$ cat src/rtl/bip_debug_tx_if.sv
// -----------------------------------------------------------------------------
// bip_debug_tx_if
// Byte-stream valid/ready link between the debug exporter and its sink
// (normally a UART transmitter).
//   tx_data  : byte offered by the master
//   tx_valid : tx_data holds a byte to transfer
//   tx_ready : sink accepts a byte on this clock edge
// A byte moves on every rising edge where tx_valid && tx_ready.
// -----------------------------------------------------------------------------
interface bip_debug_tx_if #(
  parameter int NB_BYTE = 8
);
  logic [NB_BYTE-1:0] tx_data;
  logic               tx_valid;
  logic               tx_ready;

  modport master (
    output tx_data,
    output tx_valid,
    input  tx_ready
  );

  modport slave (
    input  tx_data,
    input  tx_valid,
    output tx_ready
  );
endinterface

$ cat src/rtl/bip_debug_tx.sv
// -----------------------------------------------------------------------------
// bip_debug_tx
// Debug/export stage sitting after the BIP processor. It keeps the CPU enabled
// until a HALT opcode is fetched, then freezes the CPU, snapshots the cycle
// counter, PC and accumulator, and sends them as an 8-byte frame:
//   A5 | cnt_hi | cnt_lo | pc_hi | pc_lo | acc_hi | acc_lo | xor(bytes 1..6)
// The CPU stays frozen in DONE until i_restart.
//
// Ports
//   i_clk      : clock, rising edge
//   i_rst      : asynchronous reset, active low
//   i_opcode   : opcode of the current instruction
//   i_counter  : executed-cycle counter
//   i_pc       : program counter
//   i_acc      : accumulator
//   i_restart  : leave DONE and resume the CPU
//   tx         : byte stream (master side): tx_data / tx_valid / tx_ready
//   o_cpu_en   : CPU clock-enable
//   o_busy     : frame being transmitted
//   o_done     : frame fully sent, CPU frozen
// All outputs come straight from flip-flops.
// -----------------------------------------------------------------------------
module bip_debug_tx #(
  parameter int                 NB_OPCODE    = 5,
  parameter int                 NB_ADDR      = 11,
  parameter int                 RAM_WIDTH    = 16,
  parameter int                 NB_BYTE      = 8,
  parameter logic [NB_OPCODE-1:0] HALT_OPCODE = 5'b00000,
  parameter logic [7:0]         FRAME_HEADER = 8'hA5
) (
  input  logic                 i_clk,
  input  logic                 i_rst,
  input  logic [NB_OPCODE-1:0] i_opcode,
  input  logic [NB_ADDR-1:0]   i_counter,
  input  logic [NB_ADDR-1:0]   i_pc,
  input  logic [RAM_WIDTH-1:0] i_acc,
  input  logic                 i_restart,
  bip_debug_tx_if.master       tx,
  output logic                 o_cpu_en,
  output logic                 o_busy,
  output logic                 o_done
);

  typedef enum logic [1:0] {
    ST_ARM  = 2'd0,
    ST_RUN  = 2'd1,
    ST_SEND = 2'd2,
    ST_DONE = 2'd3
  } state_t;

  state_t               r_state, w_state_nxt;
  logic [2:0]           r_idx, w_idx_nxt;
  logic [NB_ADDR-1:0]   r_cnt, w_cnt_nxt;
  logic [NB_ADDR-1:0]   r_pc, w_pc_nxt;
  logic [RAM_WIDTH-1:0] r_acc, w_acc_nxt;

  logic [NB_BYTE-1:0]   r_tx_data, w_tx_data_nxt;
  logic                 r_tx_valid, w_tx_valid_nxt;
  logic                 r_cpu_en, w_cpu_en_nxt;
  logic                 r_busy, w_busy_nxt;
  logic                 r_done, w_done_nxt;

  logic                 w_xfer;

  // Frame byte selected by index, built from snapshot values only. Fields are
  // zero-extended to 16 bits so the high bytes carry the unused bits as 0.
  function automatic logic [7:0] frame_byte(
    input logic [2:0]           idx,
    input logic [NB_ADDR-1:0]   cnt,
    input logic [NB_ADDR-1:0]   pc,
    input logic [RAM_WIDTH-1:0] acc
  );
    logic [15:0] c16, p16, a16;
    logic [7:0]  b;
    c16 = 16'(cnt);
    p16 = 16'(pc);
    a16 = 16'(acc);
    case (idx)
      3'd0:    b = FRAME_HEADER;
      3'd1:    b = c16[15:8];
      3'd2:    b = c16[7:0];
      3'd3:    b = p16[15:8];
      3'd4:    b = p16[7:0];
      3'd5:    b = a16[15:8];
      3'd6:    b = a16[7:0];
      default: b = c16[15:8] ^ c16[7:0] ^ p16[15:8] ^ p16[7:0] ^ a16[15:8] ^ a16[7:0];
    endcase
    return b;
  endfunction

  // Handshake judged on the registered valid, so ready alone never advances.
  assign w_xfer = r_tx_valid && tx.tx_ready;

  // State and registered outputs
  always_ff @(posedge i_clk or negedge i_rst) begin
    if (!i_rst) begin
      r_state    <= ST_ARM;
      r_idx      <= '0;
      r_cnt      <= '0;
      r_pc       <= '0;
      r_acc      <= '0;
      r_tx_data  <= '0;
      r_tx_valid <= 1'b0;
      r_cpu_en   <= 1'b0;
      r_busy     <= 1'b0;
      r_done     <= 1'b0;
    end else begin
      r_state    <= w_state_nxt;
      r_idx      <= w_idx_nxt;
      r_cnt      <= w_cnt_nxt;
      r_pc       <= w_pc_nxt;
      r_acc      <= w_acc_nxt;
      r_tx_data  <= w_tx_data_nxt;
      r_tx_valid <= w_tx_valid_nxt;
      r_cpu_en   <= w_cpu_en_nxt;
      r_busy     <= w_busy_nxt;
      r_done     <= w_done_nxt;
    end
  end

  // Next-state logic
  always_comb begin
    w_state_nxt = r_state;
    w_idx_nxt   = r_idx;
    w_cnt_nxt   = r_cnt;
    w_pc_nxt    = r_pc;
    w_acc_nxt   = r_acc;
    case (r_state)
      // One cycle that swallows the all-zero opcode memory shows in reset.
      ST_ARM: w_state_nxt = ST_RUN;
      ST_RUN: begin
        if (i_opcode == HALT_OPCODE) begin
          w_state_nxt = ST_SEND;
          w_idx_nxt   = 3'd0;
          w_cnt_nxt   = i_counter;
          w_pc_nxt    = i_pc;
          w_acc_nxt   = i_acc;
        end
      end
      ST_SEND: begin
        if (w_xfer) begin
          w_idx_nxt = r_idx + 3'd1;
          if (r_idx == 3'd7) w_state_nxt = ST_DONE;
        end
      end
      ST_DONE: begin
        if (i_restart) w_state_nxt = ST_RUN;
      end
      default: w_state_nxt = ST_ARM;
    endcase
  end

  // Output logic: decoded from the next state so the flops present the
  // values belonging to the state being entered on this edge.
  always_comb begin
    w_tx_valid_nxt = (w_state_nxt == ST_SEND);
    w_busy_nxt     = (w_state_nxt == ST_SEND);
    w_cpu_en_nxt   = (w_state_nxt == ST_RUN);
    w_done_nxt     = (w_state_nxt == ST_DONE);
    w_tx_data_nxt  = '0;
    if (w_state_nxt == ST_SEND)
      w_tx_data_nxt = NB_BYTE'(frame_byte(w_idx_nxt, w_cnt_nxt, w_pc_nxt, w_acc_nxt));
  end

  assign tx.tx_data  = r_tx_data;
  assign tx.tx_valid = r_tx_valid;
  assign o_cpu_en    = r_cpu_en;
  assign o_busy      = r_busy;
  assign o_done      = r_done;

endmodule

$ cat src/flat_wrapper.sv
// flat-port wrapper written by rule: the top's interface ports become plain ports
module bip_debug_tx_flat 
#(
  parameter int                 NB_OPCODE    = 5,
  parameter int                 NB_ADDR      = 11,
  parameter int                 RAM_WIDTH    = 16,
  parameter int                 NB_BYTE      = 8,
  parameter logic [NB_OPCODE-1:0] HALT_OPCODE = 5'b00000,
  parameter logic [7:0]         FRAME_HEADER = 8'hA5
)
  (i_clk, i_rst, i_opcode, i_counter, i_pc, i_acc, i_restart, o_cpu_en, o_busy, o_done, tx_tx_data, tx_tx_valid, tx_tx_ready);
  bip_debug_tx_if #(.NB_BYTE(NB_BYTE)) tx_i ();
  input  logic i_clk;
  input  logic i_rst;
  input  logic [NB_OPCODE-1:0] i_opcode;
  input  logic [NB_ADDR-1:0] i_counter;
  input  logic [NB_ADDR-1:0] i_pc;
  input  logic [RAM_WIDTH-1:0] i_acc;
  input  logic i_restart;
  output logic o_cpu_en;
  output logic o_busy;
  output logic o_done;
  output wire logic [$bits(tx_i.tx_data)-1:0] tx_tx_data;
  output wire logic [$bits(tx_i.tx_valid)-1:0] tx_tx_valid;
  input wire logic [$bits(tx_i.tx_ready)-1:0] tx_tx_ready;
  assign tx_tx_data = tx_i.tx_data;
  assign tx_tx_valid = tx_i.tx_valid;
  assign tx_i.tx_ready = tx_tx_ready;
  bip_debug_tx #(.NB_OPCODE(NB_OPCODE), .NB_ADDR(NB_ADDR), .RAM_WIDTH(RAM_WIDTH), .NB_BYTE(NB_BYTE), .HALT_OPCODE(HALT_OPCODE), .FRAME_HEADER(FRAME_HEADER)) u_core (.i_clk(i_clk), .i_rst(i_rst), .i_opcode(i_opcode), .i_counter(i_counter), .i_pc(i_pc), .i_acc(i_acc), .i_restart(i_restart), .tx(tx_i), .o_cpu_en(o_cpu_en), .o_busy(o_busy), .o_done(o_done));
endmodule
$ cat config.mk
export PLATFORM = sky130hd
export DESIGN_NAME = bip_debug_tx_flat
export DESIGN_NICKNAME = d
export VERILOG_FILES = /design/src/rtl/bip_debug_tx_if.sv /design/src/rtl/bip_debug_tx.sv /design/src/flat_wrapper.sv
export SDC_FILE = /design/constraint.sdc
export NUM_CORES = 1
export LEC_CHECK = 0
export CAP_MARGIN = 10
export CORE_UTILIZATION = 44
export DETAILED_ROUTE_END_ITERATION = 16
export PLACE_DENSITY = 0.69
export SYNTH_ARGS = -nofsm -noshare
export SYNTH_HDL_FRONTEND = slang
export SYNTH_SLANG_ARGS = --single-unit
$ cat constraint.sdc
create_clock -name i_clk -period 2.7 [get_ports i_clk]
set_input_delay 0.54 -clock i_clk [delete_from_list [all_inputs] [get_ports i_clk]]
set_output_delay 0.54 -clock i_clk [all_outputs]
set_load 0.01 [all_outputs]
# Word-level counts from Yosys, hierarchy flattened
# Cells that the tools add are included.
[totals]
register_bits = 54
inputBits = 47
output_inout_bits = 12
[classes]
addsub = 1
eq_ne = 13
muxes = 16
bitwise = 5
n_reduce_logical = 4
[op_table]
columns = ["op", "n"]
rows = [
  ["$pmux W8 S7", 1],
  ["$mux W11", 4],
  ["$mux W16", 2],
  ["$xor A8 B8 Y8", 3],
  ["$eq A3 B3 Y1 const B", 4],
  ["$eq A2 B2 Y1 const B", 4],
  ["$mux W2", 4],
  ["$mux W8", 1],
  ["$pmux W2 S4", 1],
  ["$xor A3 B8 Y8", 1],
  ["$xor A8 B3 Y8", 1],
  ["$eq A3 B2 Y1 const B", 2],
  ["$mux W3", 2],
  ["$pmux W3 S2", 1],
  ["$logic_not A5 Y1", 1],
  ["$eq A2 B1 Y1 const B", 2],
  ["$add A3 B1 Y3 const B", 1],
  ["$eq A3 B1 Y1 const B", 1],
  ["$logic_not A3 Y1", 1],
  ["$logic_not A2 Y1", 1],
  ["$logic_and A1 B1 Y1", 1],
]

# Longest topological paths before layout
[depth]
word_depth = 10
mapped_depth = 10
mapped_depth_nobuf = 9

# Least setup slack after synthesis
# No wires, ideal clock.
[synth_path]
kind = "reg-to-reg"
from = "register u_core.r_state[0]"
to = "register u_core.r_tx_data[0], in the netlist u_core.tx.tx_data[0]"
setup_ns = 0.123
arrival_ns = 2.279
required_time_ns = 2.577
setup_slack_ns = 0.299
stages_incl_launch_ff = 10
path_buffers = 1
path_cell_list = "dfrtp_1 > inv_1 > ha_1 > or3b_2 > o211ai_1 > and2_2 > buf_4 > mux2i_1 > a21oi_1 > o221a_2"
[synth_between]
elab_chain_cells = 9
word_cells_on_any_way = 28
classes_between = "eq/ne (10); mux (11); bitwise (5); reduce/logical (2)"
[synth_rtl]
columns = ["item", "line_no", "text"]
rows = [
  ["start: declaration", "bip_debug_tx.sv:51", "state_t r_state, w_state_nxt;"],
  ["start signal: assignment", "bip_debug_tx.sv:108", "r_state <= w_state_nxt;"],
  ["$eq A2 B1 Y1", "bip_debug_tx.sv:128", "case (r_state)"],
  ["$mux W11", "bip_debug_tx.sv:128", ""],
  ["$xor A3 B8 Y8", "bip_debug_tx.sv:86", "default: b = c16[15:8] ^ c16[7:0] ^ p16[15:8] ^ p16[7:0] ^ a16[15:8] ^ a16[7:0];"],
  ["$xor A8 B3 Y8", "bip_debug_tx.sv:86", ""],
  ["$xor A8 B8 Y8 (3 in a row)", "bip_debug_tx.sv:86", ""],
  ["$pmux W8 S7", "bip_debug_tx.sv:78", "case (idx)"],
  ["$mux W8 (*)", "bip_debug_tx.sv:161", "if (w_state_nxt == ST_SEND)"],
  ["named net u_core.w_tx_data_nxt[0]", "bip_debug_tx.sv:57", "logic [NB_BYTE-1:0] r_tx_data, w_tx_data_nxt;"],
  ["end signal: assignment", "bip_debug_tx.sv:113", "r_tx_data <= w_tx_data_nxt;"],
  ["end: declaration", "bip_debug_tx.sv:57", ""],
]
# Mark *: on every way through the listed nets, which the timed path passes. The rest lies on a longest branch.

# Final worst setup path
[layout_path]
from = "register u_core.r_state[0]"
to = "register u_core.r_tx_data[7], in the netlist u_core.tx.tx_data[7]"
# Same word-level chain as after synthesis.

==> results summary <==
The required time of the worst setup path is just under 3 ns. The detail-routed via count per cell came out at 5.27. TritonCTS built the clock tree. The synthesized flop and latch total came out at 54. The total nets after synthesis is approximately 360. The die area is 7890 µm². The via count of the first global-routing pass came out at approximately 2.6k. The number of standard cells after synthesis is ~300.

The post-synthesis sequential area ratio came out at 0.407. The count of pins over their slew limit was 0. The worst setup path is captured at a flip-flop. Clock-pin slew was measured on the worst setup and hold paths at 0.09 ns.

The top cell types in the final layout, fill and taps aside, are sky130_fd_sc_hd__clkdlybuf4s50_1 (57), sky130_fd_sc_hd__dfrtp_1 (53), sky130_fd_sc_hd__xnor2_1 (42). The compound-gate portion of the synthesized area is 0.140. Final hold analysis gives a worst-case slack of around 0.24 ns.

The share of total power dissipated in the clock network is 0.116. The worst flop-to-flop path startpoint is u_core.r_state[0]. The number of enable flip-flop cells after synthesis is 0. The commonest non-fill, non-tap cell in the layout is sky130_fd_sc_hd__clkdlybuf4s50_1.

For this design, the CTS-stage hold fixing added 0 buffers. The mean routed wirelength per cell is between 10 and 15 µm. The count of warnings emitted by yosys came out at 0. Of the total synthesized cell area, the portion taken by XOR and XNOR cells is 0.145. The largest stage delay on the critical path came out at about 0.46 ns. The share of async-settable or async-resettable flops after synthesis came out at 1.00. The combined global-route utilization of all metal layers came out at 0.202. The final estimated routing congestion in global placement is 0.843.

The portion of synthesized cell area occupied by the leading cell type came out at 0.407. By area the synthesized netlist is led by sky130_fd_sc_hd__dfrtp_1 (41%), sky130_fd_sc_hd__mux2_2 (12%), sky130_fd_sc_hd__xnor2_1 (11%), sky130_fd_sc_hd__xor2_1 (3.4%), sky130_fd_sc_hd__a21oi_1 (3.0%). For the finished layout, the period the worst path requires is 2.49 ns. Walking the worst path, the cells encountered are inv_1 -> ha_1 -> or3b_2 -> o211ai_1 -> and2_1 -> inv_1 -> nand2_1 -> o22ai_1 -> a2111oi_2.

The worst setup path is of the flip-flop to flip-flop kind. STA classifies the critical path startpoint as a flip-flop. The maximum level of the CTS H-tree is 2. The DRC violation count after routing is 0. The endpoint arrival time on the critical path came out at 2.69 ns. Between clock sinks in the finished design, the worst skew comes to 0.00753 ns. The distinct cell type count of the synthesized netlist is between 50 and 60. From synthesis to final layout, the design area changed by 29.1%. The cell sitting at the root of the clock tree is a sky130_fd_sc_hd__clkbuf_8. The internal power is between 2 and 2.5 mW.

Setup violations remaining at the end of the flow were counted as 0. For this block, the via count after detailed routing is about 2.6k. The number of design-rule violations left by the first detailed-router iteration came out at roughly 110. The maximum buffer depth of the clock tree is 2. The wire length of the first global-routing pass came out at 12.2 mm. Based on the critical path, the design can be clocked at up to 401 MHz. The classification of the worst-slack hold path is input pin to asynchronous set/reset pin. The number of setup buffers added after CTS is 0. For this design, the slowest cell found on the critical path is sky130_fd_sc_hd__or3b_2. The simple-gate area share of the yosys netlist is 0.103. Summed over all cells, the static leakage comes to 1.80 nW. The run finished with clean final reports. The post-synthesis area per instance is between 10 and 15 µm².

After synthesis, the largest family of logic cells by area is XOR/XNOR gates. The count of pins on the block boundary is 59. For the worst flop-to-flop path, the logic depth is 9. The maximum resistive drop on vdd is 0.406 mV. Once detailed placement completed, the half-perimeter wirelength came to 5.73 mm.

The global-route congestion overflow total is 0. The setup slack of the worst register-to-register path came out at about 0.21 ns. The clock drives 54 sinks. The sequential power share came out at 0.369.

Broken down by cell family, the worst path's largest delay share belongs to simple AND/OR/NAND/NOR gates. The cell that appears most often on the critical path is sky130_fd_sc_hd__inv_1. The adder-cell area share of the yosys netlist is 0.0226. The starting utilization of the core area came out at 0.457. The synthesized cell area came out at between 3000 and 4000 µm². Once placement completed, the tool counted placed cells totaling 483.

The initial antenna violation count came out at 0. The length of the first detailed-routing pass in iterations came out at 4. The final standard cell count with taps included and fillers excluded is 490. The number of failing hold endpoints at the final stage came out at 0.

The fraction of power spent switching nets is 0.361. The critical path contains buffers and inverters numbering 2 combined. The ratio of cells with drive above 1 in the final layout came out at 0.248. The count of buffers from port buffering is 58. TritonCTS created 5 clock buffers. 0 antenna diodes ended up in the layout. The remaining antenna violation count after routing came out at 0. The largest total area in the synthesized netlist belongs to sky130_fd_sc_hd__dfrtp_1.

The slew at the pin closest to its max-slew limit is 0.621 ns. The floorplan step set the die height to 88.8 µm. The combinational share of power is 0.515.

Setup repair after global routing left no endpoint under its margin. The worst pin sits at a relative slew slack of 0.586. The most frequently used flop master after synthesis is sky130_fd_sc_hd__dfrtp_1. The max-cap violation count came out at 0.

For this run, the share of the core covered by cells in the final layout is 0.591. The worst register-to-register path ends at u_core.tx.tx_data[7]. The count of instances resized after the clock tree is built came out at 0. The area of the core is roughly 7300 µm². The share of synthesized area spent on multiplexers is 0.144. The largest net degree at the start of global routing came out at 29.

The switching power summed over all nets came out at 1.29 mW. Clock latency on the worst-skew pair, taken at its later pin, is 0.30 ns. The count of standard-cell rows came out at 31.

The final cycle utilization of the critical path came out at 0.924. The final layout contains routed wiring with a total length of 7.18 mm. Power spread over the standard cell area amounts to 833 nW/µm². The width of the die is 88.8 µm. The peak fanout along the critical path is 6. The final layout contains 444 nets. Counting the fill cells in the layout gives 669.
## metal layers
| metal | global-route usage | vias to the layer above | part of all wire |
|---|---|---|---|
| met5 | 0 | - | 0 |
| met4 | 0.0455 | 0 | 0.011 |
| met3 | 0.0336 | 8 | 0.036 |
| met2 | 0.344 | 49 | 0.49 |
| met1 | 0.270 | 1264 | 0.46 |
| li1 | - | 1260 | - |
## worst max path at each step
stage / depth (start not counted) / slack, ns / from / to
floorplan: 9 / 0.30 / u_core.r_state[0] / u_core.tx.tx_data[0]
global placement: 8 / -0.04 / i_opcode[0] / u_core.tx.tx_data[7]
CTS: 9 / 0.13 / u_core.r_state[0] / u_core.tx.tx_data[7]
global route: 9 / 0.004 / u_core.r_state[0] / u_core.tx.tx_data[7]
finish: 9 / 0.21 / u_core.r_state[0] / u_core.tx.tx_data[7]
detailed placement: 8 / -0.07 / i_opcode[3] / u_core.tx.tx_data[7]
## worst register-to-register path, delay by kind of cell (launching register included)
family                   cells  cell delay, ns
AND/OR/NAND/NOR              3            0.80
buffers and inverters        2            0.20
AO/OA/AOI/OAI                3            0.66
flip-flops                   1            0.43
adder cells (fa/ha/maj)      1            0.30
## power groups by stage
| stage | registers [mW] | logic [mW] | clock network [mW] |
|---|---|---|---|
| 2_1_floorplan | 1.29 | 1.36 | 0 |
| 5_1_grt | 1.36 | 2.04 | 0.471 |
| 6_report | 1.32 | 1.84 | 0.414 |
| 3_5_place_dp | 1.33 | 1.85 | 0 |
| 4_1_cts | 1.32 | 1.86 | 0.438 |
| 3_3_place_gp | 1.32 | 1.82 | 0 |
## cells in the mapped netlist (2+ instances only)
cell type                  count
sky130_fd_sc_hd__o21ai_0      13
sky130_fd_sc_hd__o31ai_1       3
sky130_fd_sc_hd__o211ai_1      6
sky130_fd_sc_hd__inv_2         2
sky130_fd_sc_hd__nand3_1       4
sky130_fd_sc_hd__mux2_2       36
sky130_fd_sc_hd__xnor2_1      42
sky130_fd_sc_hd__a21boi_0      2
sky130_fd_sc_hd__nand4_1       5
sky130_fd_sc_hd__and4_1        3
sky130_fd_sc_hd__and3_1        2
sky130_fd_sc_hd__nor2_1       13
sky130_fd_sc_hd__or3_1         2
sky130_fd_sc_hd__mux2i_1       5
sky130_fd_sc_hd__or3b_2        2
sky130_fd_sc_hd__a21oi_1      20
sky130_fd_sc_hd__mux2_1        2
sky130_fd_sc_hd__dfrtp_1      54
sky130_fd_sc_hd__xor2_1       13
sky130_fd_sc_hd__o221a_2       4
sky130_fd_sc_hd__and2_1        2
sky130_fd_sc_hd__nand2b_1      3
sky130_fd_sc_hd__ha_1          6
sky130_fd_sc_hd__nand2_2       2
sky130_fd_sc_hd__inv_1         5
sky130_fd_sc_hd__nor3_1        7
sky130_fd_sc_hd__buf_2         6
sky130_fd_sc_hd__nand2_1      10
sky130_fd_sc_hd__buf_4         5
sky130_fd_sc_hd__nor2b_1       3
sky130_fd_sc_hd__buf_6         2
## registers in the layout, indices dropped and copies added, names as in the netlist
name                cells
u_core.r_acc           16
u_core.r_state          2
u_core.tx.tx_valid      1
u_core.r_idx            3
u_core.tx.tx_data       8
u_core.o_done           1
u_core.o_cpu_en         1
u_core.r_cnt           11
u_core.r_pc            11
## cell type report
type | instances | area (µm²) | share of cell area
flip-flops and latches | 54 | 1350 | 0.316
multi-input cells | 230 | 1840 | 0.430
repair buffers | 92 | 856 | 0.200
well taps | 99 | 124 | 0.0289
clock buffers | 5 | 68.8 | 0.0161
clock inverters | 2 | 10.0 | 0.00234
inverters | 8 | 30.0 | 0.00701
## kinds of logic (layout without fill, tap and decap cells)
family / count (synthesis) / after routing
AOI/OAI and AO/OA: 64 / 64
DFF: 54 / 54
xor gates and xnor gates: 55 / 55
adders and majority gates: 6 / 6
and+or+nand+nor: 62 / 62
buffers and inverters: 22 / 107
muxes: 43 / 43
## per-stage QoR
step	worst slack [ns]	setup TNS [ns]	cell area, µm²	total power, mW
detailed placement	-0.0696	-0.218	4200	3.18
global placement	-0.0403	-0.0494	4200	3.14
floorplan	0.299	0	3320	2.66
CTS	0.134	0	4280	3.61
finish	0.206	0	4280	3.57
global route	0.00365	0	4280	3.87
No activity file was read; power rests on OpenSTA's default activity.
